--- config.mk ---
export PLATFORM = sky130hd
export DESIGN_NAME = svca_mc_slew
export DESIGN_NICKNAME = d
export VERILOG_FILES = /design/src/rtl/svca_mc_slew.sv
export SDC_FILE = /design/constraint.sdc
export NUM_CORES = 1
export LEC_CHECK = 0
export CAP_MARGIN = 20
export CELL_PAD_IN_SITES_DETAIL_PLACEMENT = 0
export CELL_PAD_IN_SITES_GLOBAL_PLACEMENT = 1
export CORE_UTILIZATION = 48
export DETAILED_ROUTE_END_ITERATION = 8
export PLACE_DENSITY_LB_ADDON = 0.1
export SYNTH_ARGS = -nofsm -noshare
export SYNTH_HDL_FRONTEND = slang
export SYNTH_SLANG_ARGS = --single-unit
export TNS_END_PERCENT = 1
--- constraint.sdc ---
create_clock -name clk -period 5.6 [get_ports clk]
set_input_delay 1.12 -clock clk [delete_from_list [all_inputs] [get_ports clk]]
set_output_delay 1.12 -clock clk [all_outputs]
set_load 0.005 [all_outputs]
--- src/rtl/svca_mc_slew.sv ---
// svca_mc_slew: time-multiplexed, N-channel slewed VCA.
//
// Each incoming unsigned sample is scaled by a per-channel gain. On every
// accepted sample the gain of that channel moves toward the sample's CV by
// (cv - gain) >>> SLEW_SHIFT, with a minimum step of one LSB. The gain
// therefore lands exactly on the CV and never overshoots it. in_snap loads
// the CV directly. One multiplier is shared by all channels across a
// two-stage valid/ready pipeline.
//
// Ports:
//   clk          system clock, rising edge
//   reset_n      asynchronous reset, active low
//   in_valid     input sample present
//   in_ready     block can accept (transfer on in_valid & in_ready)
//   in_channel   channel of the input sample (>= CHANNELS is discarded)
//   in_sample    unsigned input sample
//   in_cv        target gain for the channel
//   in_snap      1 = gain jumps straight to in_cv
//   out_valid    output sample present
//   out_ready    downstream accepts (transfer on out_valid & out_ready)
//   out_channel  channel of the output sample
//   out_sample   scaled sample, (sample * gain) >> CV_WIDTH

module svca_mc_slew #(
    parameter int WIDTH      = 32,
    parameter int CV_WIDTH   = 8,
    parameter int CHANNELS   = 4,
    parameter int SLEW_SHIFT = 4,
    localparam int CH_W      = (CHANNELS > 1) ? $clog2(CHANNELS) : 1
) (
    input  logic                clk,
    input  logic                reset_n,
    input  logic                in_valid,
    output logic                in_ready,
    input  logic [CH_W-1:0]     in_channel,
    input  logic [WIDTH-1:0]    in_sample,
    input  logic [CV_WIDTH-1:0] in_cv,
    input  logic                in_snap,
    output logic                out_valid,
    input  logic                out_ready,
    output logic [CH_W-1:0]     out_channel,
    output logic [WIDTH-1:0]    out_sample
);

    localparam logic [CH_W:0] CH_LIMIT = (CH_W + 1)'(CHANNELS);

    logic [CV_WIDTH-1:0] gain [CHANNELS];

    logic                s1_valid;
    logic [CH_W-1:0]     s1_ch;
    logic [WIDTH-1:0]    s1_sample;
    logic [CV_WIDTH-1:0] s1_gain;

    logic                advance;
    logic                accept;
    logic                legal;
    logic [CV_WIDTH-1:0] gain_cur;
    logic signed [CV_WIDTH:0] diff;
    logic signed [CV_WIDTH:0] shifted;
    logic signed [CV_WIDTH:0] step;
    logic [CV_WIDTH-1:0] g_slew;
    logic [CV_WIDTH-1:0] g_new;

    // Both stages move together; a stalled output freezes the whole pipe.
    assign advance  = !out_valid || out_ready;
    assign in_ready = advance && reset_n;
    assign accept   = in_valid && in_ready;
    assign legal    = {1'b0, in_channel} < CH_LIMIT;

    assign gain_cur = legal ? gain[in_channel] : '0;
    assign diff     = $signed({1'b0, in_cv}) - $signed({1'b0, gain_cur});
    assign shifted  = diff >>> SLEW_SHIFT;

    // Small differences would shift to zero and stall short of the CV;
    // force a one-LSB step so the gain always converges exactly.
    always_comb begin
        step = shifted;
        if (shifted == '0 && diff != '0)
            step = diff[CV_WIDTH] ? '1 : (CV_WIDTH + 1)'(1);
    end

    // |step| <= |diff|, so the truncated sum stays inside [0, 2^CV_WIDTH-1].
    assign g_slew = CV_WIDTH'({1'b0, gain_cur} + step);
    assign g_new  = in_snap ? in_cv : g_slew;

    always_ff @(posedge clk or negedge reset_n) begin
        if (!reset_n) begin
            for (int i = 0; i < CHANNELS; i++)
                gain[i] <= '0;
            s1_valid    <= 1'b0;
            s1_ch       <= '0;
            s1_sample   <= '0;
            s1_gain     <= '0;
            out_valid   <= 1'b0;
            out_channel <= '0;
            out_sample  <= '0;
        end else if (advance) begin
            s1_valid <= accept && legal;
            if (accept && legal) begin
                gain[in_channel] <= g_new;
                s1_ch            <= in_channel;
                s1_sample        <= in_sample;
                s1_gain          <= g_new;
            end
            out_valid   <= s1_valid;
            out_channel <= s1_ch;
            out_sample  <= WIDTH'(({{CV_WIDTH{1'b0}}, s1_sample} *
                                   {{WIDTH{1'b0}}, s1_gain}) >> CV_WIDTH);
        end
    end

endmodule

==> run_results.csv, run 1 <==
group,metric,value,unit
sta,worst_slew_margin_rel,0.4291,
route,dr_total_vias,10090,
synth,syn-num-nets,1704,
min_path,holdPathStages,2,
synth,synth.mux.area_fraction,0.01715,
route,avgViaCountPerCell,5.308,
setup_path,timing.reg2reg.worst_path_depth,18,
global_route,globalRouteTotalUtil,0.2398,
synth,synthesis.instances,1404,
synth,post_synth_and_or_nand_nor_area_fraction,0.2115,
synth,synth_top_flop_cell,"sky130_fd_sc_hd__dfrtp_1",
job,cap_violations,0,
synth,synthDistinctLibCells,77,
setup_path,critical_path.reg2reg.startpoint,"s1_gain[6]$_DFFE_PN0P_",
synth,post_synth_instance_area,12910,um2
clocking,worst_setup_hold_path_clk_slew,0.09,ns
sta,finalCriticalPeriod,5.335,ns
sta,min_period_over_period,0.9527,
clocking,cts.hold.buffers_added,0,
route,drc,4,
global_route,global_route.overflow_total,0,
synth,synth_edf_count,0,
route,ant_nets,0,
route,routed_wirelength,31.69,mm
floorplan,initial_core_util,0.4927,
clocking,clockRootBuffer,"sky130_fd_sc_hd__clkbuf_16",
setup_path,arrival,5.57,ns
synth,synthXorXnorAreaFrac,0.02578,
clocking,clock_insertion_delay_worst_skew,0.37,ns
setup_path,capture_point_of_the_worst_reg_to_reg_path,"out_sample[27]$_DFFE_PN0N_",
floorplan,die_height,166.0,um
clocking,cts_buffer_depth,2,
synth,yosys_warnings,0,
synth,synth_compound_area_frac,0.1124,
route,drt_pre_antenna_iters,7,
global_route,grt_first_pass_wirelength,52.94,mm
sta,worstMarginPinSlew,0.8542,ns
layout,most_common_cell_after_layout_fill_and_taps_aside,"sky130_fd_sc_hd__nand2_1",
sta,clock_skew_after_layout,0.01349,ns
place,dpl_cell_area,14890,um2
synth,syn-mean-instance-area,9.196,um2
layout,finish.instance_area,15230,um2
clocking,cts_made_buffers,9,
setup_path,ff2ff_setup_slack,0.35,ns
clocking,cts_tree,"done",
setup_path,worst_ep_required_time,5.83,ns
place,gp_congestion,0.8675,
layout,final_net_count,1859,
floorplan,design.die.area,27560,um2
synth,async_flop_share,1.000,
place,port_buffers,82,
sta,finalHoldViolCount,0,
synth,yosys-top-cells-area,"sky130_fd_sc_hd__fa_1, sky130_fd_sc_hd__dfrtp_1, sky130_fd_sc_hd__and2_1",
synth,synth_largest_type_area_fraction,0.2806,
route,wl_per_cell,16.68,um
sta,final-max-slew-violation-count,0,
layout,layout.cells.most_common_list,"sky130_fd_sc_hd__nand2_1, sky130_fd_sc_hd__and2_1, sky130_fd_sc_hd__fa_1",
global_route,grt_start_max_net_pins,59,
setup_path,cp_max_fo,5,
floorplan,floorplan.core_area,26210,um2
min_path,end_point_of_the_worst_hold_path,"out_channel[0]$_DFFE_PN0N_",
setup_path,crit_path_cell_trace,"clkdlybuf4s50_1, buf_4, mux4_2, inv_1, ha_1, nor2b_1, o21ai_0, a21boi_1, o21ai_1, nand2_1, xor2_1, o41ai_2, ha_1, a21o_1, a21oi_1, o21bai_1, a2111oi_2, or4_1, o211a_1, o31ai_4, o21ai_0",
setup_path,cp_slowest_stage_delay,0.56,ns
layout,layout-area-overhead-vs-synth,18.00,%
global_route,antenna_violations_before_repair,0,
layout,drive_above_1_share,0.1189,
run_status,outcome,"complete, but fails checks",
sta,fmaxAchievable,187.4,MHz
layout,multiInputGateArea,9296,um2
setup_path,worst_path_max_delay_cell,"sky130_fd_sc_hd__or4_1",
layout,fillCellCount,2441,
clocking,clkSinkCount,110,
min_path,holdCritPathClass,"flop to flop",
synth,yosysTopAreaCell,"sky130_fd_sc_hd__fa_1",
place,place.detailed.hpwl,25.41,mm
sta,timing.final.setup_violations,0,
synth,main_combinational_cell_family_by_area_after_synthesis,"adder cells",
global_route,vias_in_the_first_global_route,10580,
floorplan,die_width,166.0,um
clocking,ctsHtreeMaxLevel,3,
setup_path,startpoint_class,"input port",
floorplan,rows,59,
min_path,holdCritStartpoint,"out_channel[0]$_DFFE_PN0N_",
synth,synth_sequential_area_ratio,0.2132,
setup_path,critical_path_class,"input port to flop",
sta,setup_repair_after_global_routing_missed_its_margin,"true",
setup_path,crit_path_end_kind,"flop",
route,dr.first_iter.drc_count,315,
sta,finalSetupTns,0,ns
layout,seq_area,2753,um2
synth,postSynthRegisterBits,110,
run_status,violations,"DRC",
floorplan,design.portCount,83,
synth,synthAdderAreaFrac,0.3504,
logic make-up after synthesis:
group / count (synthesis)
AND/OR/NAND/NOR: 551
adder cells (fa/ha/maj): 253
buffers and inverters: 226
AO/OA/AOI/OAI: 214
flip-flops: 110
XOR/XNOR: 38
multiplexers: 12
state kept, by name (all words and copies together) (netlist names):
register / flops
out_channel: 2
s1_valid: 1
out_valid: 1
gain: 32
s1_sample: 32
s1_gain: 8
s1_ch: 2
out_sample: 32
cell usage after synthesis, drive strengths merged, types with 3 or more instances:
library cell,instances
nor2b,5
a211oi,6
a21o,26
and2,197
xnor2,18
mux4,8
a2111oi,6
o21a,4
dfrtp,110
o31ai,5
o21ai,61
ha,72
nor3,8
nand3,10
nand4,10
buf,14
xor2,20
o21bai,7
and3,5
o211ai,3
nand2b,4
fa,181
o41ai,3
nor2,46
clkbuf,52
a31oi,5
or2,3
nand2,250
inv,160
or3,3
a21boi,5
mux2i,3
a21oi,60
worst max path at each step:
stage | startpoint | endpoint | slack, ns | cells after the start
2_1_floorplan | in_channel[0] | gain[23]$_DFFE_PN0P_ | 0.15 | 20
3_3_place_gp | in_channel[0] | gain[7]$_DFFE_PN0P_ | -0.54 | 21
3_5_place_dp | in_channel[0] | gain[7]$_DFFE_PN0P_ | -0.66 | 21
4_1_cts | in_channel[0] | gain[7]$_DFFE_PN0P_ | 0.22 | 20
5_1_grt | in_channel[1] | gain[7]$_DFFE_PN0P_ | -0.005 | 21
6_report | in_channel[1] | gain[7]$_DFFE_PN0P_ | 0.26 | 21
per-layer routing:
layer  share of wire  track usage  vias up
met1            0.44       0.3099     5114
met5               0            0        -
met3           0.017      0.02288       49
li1                -            -     4789
met2            0.52       0.4296      133
met4           0.021      0.06461        0
stage by stage:
step / hold WS [ns] / util / instances / setup slack, ns
floorplan: 0.4346 / - / 1404 / 0.1490
global placement: 0.4559 / 0.5683 / 1883 / -0.5371
detailed placement: 0.4604 / 0.5683 / 1883 / -0.6645
CTS: 0.4805 / 0.5810 / 1899 / 0.2200
global route: 0.4996 / 0.5812 / 1899 / -0.004762
finish: 0.4723 / 0.5813 / 1900 / 0.2646
worst max-delay path, delay by kind of cell:
kind            cells  cell delay, ns
fa+ha+maj           2            0.46
compound gates     11            1.99
mux                 1            0.31
simple gates        3            0.80
buf+inv             3            0.72
xor+xnor            1            0.17
final cells by class:
cell class                 count  share of cell area
multi-input combinational   1068              0.6102
sequential                   110              0.1807
tap                          335             0.02751
antenna                        1           0.0001643
timing repair buffer         210              0.1214
clock buffer                   9             0.01478
inverter                     160             0.03942
clock inverter                 7            0.005831
what timing repair did:
action | CTS | global route
buffers inserted | 0 | 0
endpoints found under the setup margin | 5 | 8
gates resized for setup | 6 | 5
Power of run 1 is left out: the tool's default activity adds up to more than one toggle a clock period on the data nets, which glitch-free logic cannot reach.
==> run 2, diff against run 1 <==
--- a/config.mk
+++ b/config.mk
@@ -8,9 +8,12 @@
 export CAP_MARGIN = 20
 export CELL_PAD_IN_SITES_DETAIL_PLACEMENT = 0
 export CELL_PAD_IN_SITES_GLOBAL_PLACEMENT = 1
+export CORE_MARGIN = 2
 export CORE_UTILIZATION = 48
+export CTS_CLUSTER_SIZE = 10
 export DETAILED_ROUTE_END_ITERATION = 8
 export PLACE_DENSITY_LB_ADDON = 0.1
+export SLEW_MARGIN = 5
 export SYNTH_ARGS = -nofsm -noshare
 export SYNTH_HDL_FRONTEND = slang
 export SYNTH_SLANG_ARGS = --single-unit
==> run 2 against run 1 <==
  * The flow now finishes without violations
  * Die area grew 2.4%
  * Worst setup slack gained 0.072 ns
  * Non-clock buffer count shrank 7
  * Largest cell class unchanged
  * Highest routed layer unchanged
==> run_results.csv, run 2 (synthesis gave the netlist of run 1 again) <==
group,metric,value,unit
layout,multiInputGateArea,9291,um2
floorplan,die_height,168.0,um
clocking,clock_insertion_delay_worst_skew,0.37,ns
global_route,vias_in_the_first_global_route,10690,
setup_path,critical_path_class,"input port to flop",
global_route,global_route.overflow_total,0,
sta,worstMarginPinSlew,0.8341,ns
setup_path,cp_slowest_stage_delay,0.59,ns
run_status,outcome,"completed",
sta,fmaxAchievable,190.0,MHz
clocking,clockRootBuffer,"sky130_fd_sc_hd__clkbuf_16",
sta,final-max-slew-violation-count,0,
route,wl_per_cell,16.59,um
place,place.detailed.hpwl,25.05,mm
clocking,cts.hold.buffers_added,0,
setup_path,crit_path_cell_trace,"clkbuf_2, mux4_2, inv_1, ha_1, nor2b_1, o21ai_0, nand2b_1, a21o_1, a21o_1, xor2_1, a41o_1, o41ai_2, ha_2, a21o_1, a21oi_1, o21bai_1, a2111oi_1, or4_1, o211a_1, o31ai_4, o21ai_0",
setup_path,worst_path_max_delay_cell,"sky130_fd_sc_hd__or4_1",
min_path,end_point_of_the_worst_hold_path,"out_valid$_DFFE_PN0N_",
setup_path,ff2ff_setup_slack,0.36,ns
clocking,cts_tree,"done",
layout,fillCellCount,2446,
layout,antenna_cells_inserted,0,
layout,most_common_cell_after_layout_fill_and_taps_aside,"sky130_fd_sc_hd__nand2_1",
floorplan,die_width,168.0,um
sta,clock_skew_after_layout,0.01213,ns
layout,drive_above_1_share,0.1143,
route,routed_wirelength,31.49,mm
sta,holdWs,0.4666,ns
layout,finish.instance_area,15190,um2
setup_path,capture_point_of_the_worst_reg_to_reg_path,"out_sample[27]$_DFFE_PN0N_",
setup_path,startpoint_class,"input port",
floorplan,design.portCount,83,
clocking,clkSinkCount,110,
min_path,holdCritPathClass,"flop to flop",
place,dp.cells,1881,
place,gp_congestion,0.8602,
clocking,cts_buffer_depth,2,
layout,layout-area-overhead-vs-synth,17.63,%
sta,finalHoldViolCount,0,
route,dr.first_iter.drc_count,521,
layout,seq_area,2753,um2
sta,layout_setup_ws,0.3370,ns
setup_path,worst_ep_required_time,5.83,ns
min_path,holdPathStages,1,
layout,layout.cells.most_common_list,"sky130_fd_sc_hd__nand2_1, sky130_fd_sc_hd__and2_1, sky130_fd_sc_hd__fa_1",
route,ant_nets,0,
global_route,antenna_violations_before_repair,0,
setup_path,crit_path_end_kind,"flop",
place,dpl_cell_area,14840,um2
global_route,grt_first_pass_wirelength,53.82,mm
global_route,globalRouteTotalUtil,0.2380,
floorplan,rows,60,
sta,setup_repair_after_global_routing_missed_its_margin,"false",
floorplan,initial_core_util,0.4845,
setup_path,cp_max_fo,5,
layout,largestRegisters,"gain: 32 flops, out_sample: 32 flops, s1_sample: 32 flops",
clocking,cts_made_buffers,9,
layout,instances_no_fill,1898,
sta,timing.final.setup_violations,0,
route,dr_total_vias,9961,
setup_path,cp_common_cell,"sky130_fd_sc_hd__a21o_1",
clocking,worst_setup_hold_path_clk_slew,0.09,ns
place,port_buffers,82,
setup_path,timing.reg2reg.worst_path_depth,18,
place,dp_slack,-0.5482,ns
route,avgViaCountPerCell,5.248,
job,cap_violations,0,
min_path,holdCritStartpoint,"s1_valid$_DFFE_PN0N_",
global_route,grt_start_max_net_pins,61,
setup_path,critical_path.reg2reg.startpoint,"s1_gain[6]$_DFFE_PN0P_",
sta,worst_slew_margin_rel,0.4439,
sta,min_period_over_period,0.9398,
layout,final_net_count,1852,
clocking,ctsHtreeMaxLevel,3,
floorplan,design.die.area,28230,um2
sta,finalCriticalPeriod,5.263,ns
setup_path,arrival,5.49,ns
floorplan,floorplan.core_area,26650,um2
route,drc,0,
route,drt_pre_antenna_iters,5,
## run 2: cell types whose count changed in the layout (fill, tap and decap cells not counted), moves of 2 or more
cell                        previous run  this run
sky130_fd_sc_hd__a2111oi_1             1         3
sky130_fd_sc_hd__clkinv_8              1         3
sky130_fd_sc_hd__o21ai_1               5         8
sky130_fd_sc_hd__inv_8                 2         0
sky130_fd_sc_hd__o21ai_0              54        51
sky130_fd_sc_hd__buf_4               123       116
## run 2: metal layers
metal  up-vias  track usage  part of all wire
met5         -            0                 0
met4         0      0.06314             0.020
met3        36      0.02421             0.023
met2       134       0.4326              0.53
met1      5022       0.3036              0.43
li1       4769            -                 -
## run 2: worst max-delay path by stage
| stage | start | end | slack (ns) | cells after the start |
|---|---|---|---|---|
| after floorplan | in_channel[0] | gain[23]$_DFFE_PN0P_ | 0.15 | 20 |
| final | in_channel[0] | gain[7]$_DFFE_PN0P_ | 0.34 | 21 |
| after global placement | in_channel[0] | s1_gain[7]$_DFFE_PN0P_ | -0.39 | 21 |
| after CTS | in_channel[1] | gain[23]$_DFFE_PN0P_ | 0.23 | 20 |
| after global routing | s1_sample[6]$_DFFE_PN0P_ | out_sample[29]$_DFFE_PN0N_ | 0.05 | 18 |
| after detailed placement | in_channel[0] | gain[7]$_DFFE_PN0P_ | -0.55 | 20 |
## run 2: repair_timing
action,4_1_cts,5_1_grt
gates cloned,0,0
resized for setup,6,9
setup buffers,1,0
endpoints found under the setup margin,5,11
pin swaps,2,5
## run 2: layout make-up
| cell class | instances | share of cell area |
|---|---|---|
| Timing Repair Buffer | 203 | 0.1185 |
| Clock inverter | 7 | 0.006014 |
| Inverter | 160 | 0.03955 |
| Tap cell | 341 | 0.02809 |
| Sequential cell | 110 | 0.1812 |
| Clock buffer | 9 | 0.01483 |
| Multi-Input combinational cell | 1068 | 0.6118 |
## run 2: stage by stage
| stage | utilization | setup TNS [ns] |
|---|---|---|
| after detailed placement | 0.5568 | -3.883 |
| final | 0.5699 | 0 |
| after global routing | 0.5699 | 0 |
| after floorplan | - | 0 |
| after global placement | 0.5568 | -2.035 |
| after CTS | 0.5699 | 0 |
## run 2: worst max-delay path: cells and delay by family
kind | cells | cell delay (ns)
AO/OA/AOI/OAI | 12 | 2.22
XOR/XNOR | 1 | 0.16
adder cells (fa/ha/maj) | 2 | 0.45
buffers and inverters | 2 | 0.20
multiplexers | 1 | 0.53
AND/OR/NAND/NOR | 3 | 0.81
Power of run 2 is left out for the same reason.
==> run 3, diff against run 2 <==
--- a/config.mk
+++ b/config.mk
@@ -9,10 +9,11 @@
 export CELL_PAD_IN_SITES_DETAIL_PLACEMENT = 0
 export CELL_PAD_IN_SITES_GLOBAL_PLACEMENT = 1
 export CORE_MARGIN = 2
-export CORE_UTILIZATION = 48
+export CORE_UTILIZATION = 52
 export CTS_CLUSTER_SIZE = 10
 export DETAILED_ROUTE_END_ITERATION = 8
 export PLACE_DENSITY_LB_ADDON = 0.1
+export RECOVER_POWER = 50
 export SLEW_MARGIN = 5
 export SYNTH_ARGS = -nofsm -noshare
 export SYNTH_HDL_FRONTEND = slang
==> constraint.sdc (replaced) <==
create_clock -name clk -period 6.55 [get_ports clk]
set_input_delay 1.31 -clock clk [delete_from_list [all_inputs] [get_ports clk]]
set_output_delay 1.31 -clock clk [all_outputs]
set_load 0.005 [all_outputs]
==> run 3 against run 2 <==
  * The run now ends with capacitance limit, slew limit left
  * Largest cell class unchanged
  * Global-route usage increased by 0.62 points
  * Clock skew hardly changed
  * Utilization grew 1.6 points
==> run_results.csv, run 3 (synthesis gave the netlist of run 1 again) <==
group,metric,value,unit
run_status,outcome,"complete, but fails checks",
run_status,violations,"capacitance limit, slew limit",
sta,worst_slew_margin_rel,-0.4860,
global_route,grt_first_pass_wirelength,50.59,mm
route,avgViaCountPerCell,5.449,
route,dr_total_vias,9678,
floorplan,design.die.area,26100,um2
floorplan,design.portCount,83,
sta,final-max-slew-violation-count,163,
clocking,cts-resized-gates,0,
setup_path,arrival,6.47,ns
layout,layout-area-overhead-vs-synth,10.42,%
place,place.detailed.hpwl,23.57,mm
setup_path,critical_path_class,"input port to flop",
layout,final_net_count,1747,
layout,antenna_cells_inserted,0,
route,drt_pre_antenna_iters,4,
place,port_buffers,82,
clocking,ctsHtreeMaxLevel,3,
global_route,grt_start_max_net_pins,74,
setup_path,cp_common_cell,"sky130_fd_sc_hd__o21ai_0",
layout,most_common_cell_after_layout_fill_and_taps_aside,"sky130_fd_sc_hd__nand2_1",
floorplan,initial_core_util,0.5309,
setup_path,cp_slowest_stage_delay,0.61,ns
place,gp_congestion,0.8706,
setup_path,sum_of_buffers_and_inverters_on_the_critical_path,1,
route,wl_per_cell,17.13,um
floorplan,die_height,161.6,um
global_route,global_route.overflow_total,0,
clocking,worst_setup_hold_path_clk_slew,0.09,ns
setup_path,cp_max_fo,5,
setup_path,startpoint_class,"input port",
clocking,cts_made_buffers,9,
floorplan,rows,57,
sta,finalHoldViolCount,0,
sta,fmaxAchievable,160.3,MHz
floorplan,die_width,161.6,um
min_path,holdCritPathClass,"flop to flop",
setup_path,crit_path_end_kind,"flop",
route,ant_nets,0,
route,routed_wirelength,30.42,mm
clocking,cts.hold.buffers_added,0,
clocking,cts.repair_timing.setup_buffer_count,0,
setup_path,crit_path_cell_trace,"clkdlybuf4s50_1, mux4_2, ha_1, fa_1, nor2b_1, o21ai_0, a21boi_0, o21ai_0, a21oi_1, nor2_1, o41ai_1, ha_1, a21o_1, a21oi_1, o21bai_1, a2111oi_0, or4_1, o211a_1, o31ai_2, o21ai_0",
sta,setup_repair_after_global_routing_missed_its_margin,"false",
clocking,clock_insertion_delay_worst_skew,0.37,ns
layout,layout.cells.most_common_list,"sky130_fd_sc_hd__nand2_1, sky130_fd_sc_hd__and2_1, sky130_fd_sc_hd__fa_1",
layout,largestRegisters,"gain: 32 flops, out_sample: 32 flops, s1_sample: 32 flops",
clocking,clkSinkCount,110,
global_route,antenna_violations_before_repair,0,
sta,clock_skew_after_layout,0.01261,ns
floorplan,floorplan.core_area,24320,um2
setup_path,crit_family,"compound AO/OA/AOI/OAI gates",
route,dr.first_iter.drc_count,582,
setup_path,worst_ep_required_time,6.78,ns
clocking,cts_buffer_depth,2,
sta,finalCriticalPeriod,6.237,ns
setup_path,worst_path_max_delay_cell,"sky130_fd_sc_hd__clkdlybuf4s50_1",
setup_path,ff2ff_setup_slack,0.55,ns
sta,timing.final.setup_violations,0,
sta,worstMarginPinSlew,2.229,ns
clocking,cts_tree,"done",
global_route,globalRouteTotalUtil,0.2442,
route,drc,0,
sta,min_period_over_period,0.9522,
sta,finalSetupTns,0,ns
layout,drive_above_1_share,0.04614,
job,cap_violations,3,
clocking,clockRootBuffer,"sky130_fd_sc_hd__clkbuf_16",
global_route,vias_in_the_first_global_route,10050,
[run 3: cell types whose count changed in the layout (fill, tap and decap cells not counted), moves of 2 or more]
cell / before / now
sky130_fd_sc_hd__a2111oi_0: 2 / 4
sky130_fd_sc_hd__a2111oi_1: 3 / 1
sky130_fd_sc_hd__buf_12: 6 / 0
sky130_fd_sc_hd__buf_4: 116 / 15
sky130_fd_sc_hd__clkdlybuf4s50_1: 79 / 65
sky130_fd_sc_hd__dlygate4sd3_1: 0 / 16
sky130_fd_sc_hd__inv_6: 3 / 1
sky130_fd_sc_hd__inv_8: 0 / 2
sky130_fd_sc_hd__o21ai_0: 51 / 55
sky130_fd_sc_hd__o21ai_1: 8 / 4
[run 3: final timing paths]
path,endpoint,from,depth (start not counted)
setup reg to reg,out_sample[25]$_DFFE_PN0N_,s1_gain[2]$_DFFE_PN0P_,16
hold / removal,out_valid$_DFFE_PN0N_,s1_valid$_DFFE_PN0N_,1
setup / recovery,gain[23]$_DFFE_PN0P_,in_channel[0],20
max in group asynchronous,s1_sample[1]$_DFFE_PN0P_,reset_n,2
min in group asynchronous,out_sample[28]$_DFFE_PN0N_,reset_n,1
hold reg to reg,out_valid$_DFFE_PN0N_,s1_valid$_DFFE_PN0N_,1
[run 3: area by class of cell]
class,count,area (um2)
Tap cell,324,405.4
Multi-Input combinational cell,1068,9263
Timing Repair Buffer,98,932.1
Clock inverter,7,77.57
Inverter,160,600.6
Sequential cell,110,2753
Clock buffer,9,225.2
Fill cell,2239,10060
[run 3: through the flow]
stage                     utilization  instance area, um2  setup slack [ns]  cells  hold WS [ns]
after floorplan                     -               12910            0.6749   1404        0.4346
after detailed placement       0.5741               13960          -0.07692   1760        0.4567
after CTS                      0.5866               14260            0.3189   1776        0.4808
after global placement         0.5741               13960           0.01373   1760        0.4577
after global routing           0.5862               14260           0.04844   1776        0.5050
final                          0.5862               14260            0.3128   1776        0.4765
[run 3: routing by layer]
metal | global-route usage | share of wire | up-vias
li1 | - | - | 4572
met1 | 0.3137 | 0.43 | 4912
met2 | 0.4365 | 0.53 | 155
met3 | 0.02876 | 0.028 | 39
met4 | 0.06859 | 0.019 | 0
met5 | 0 | 0 | -
Power of run 3 is left out for the same reason.
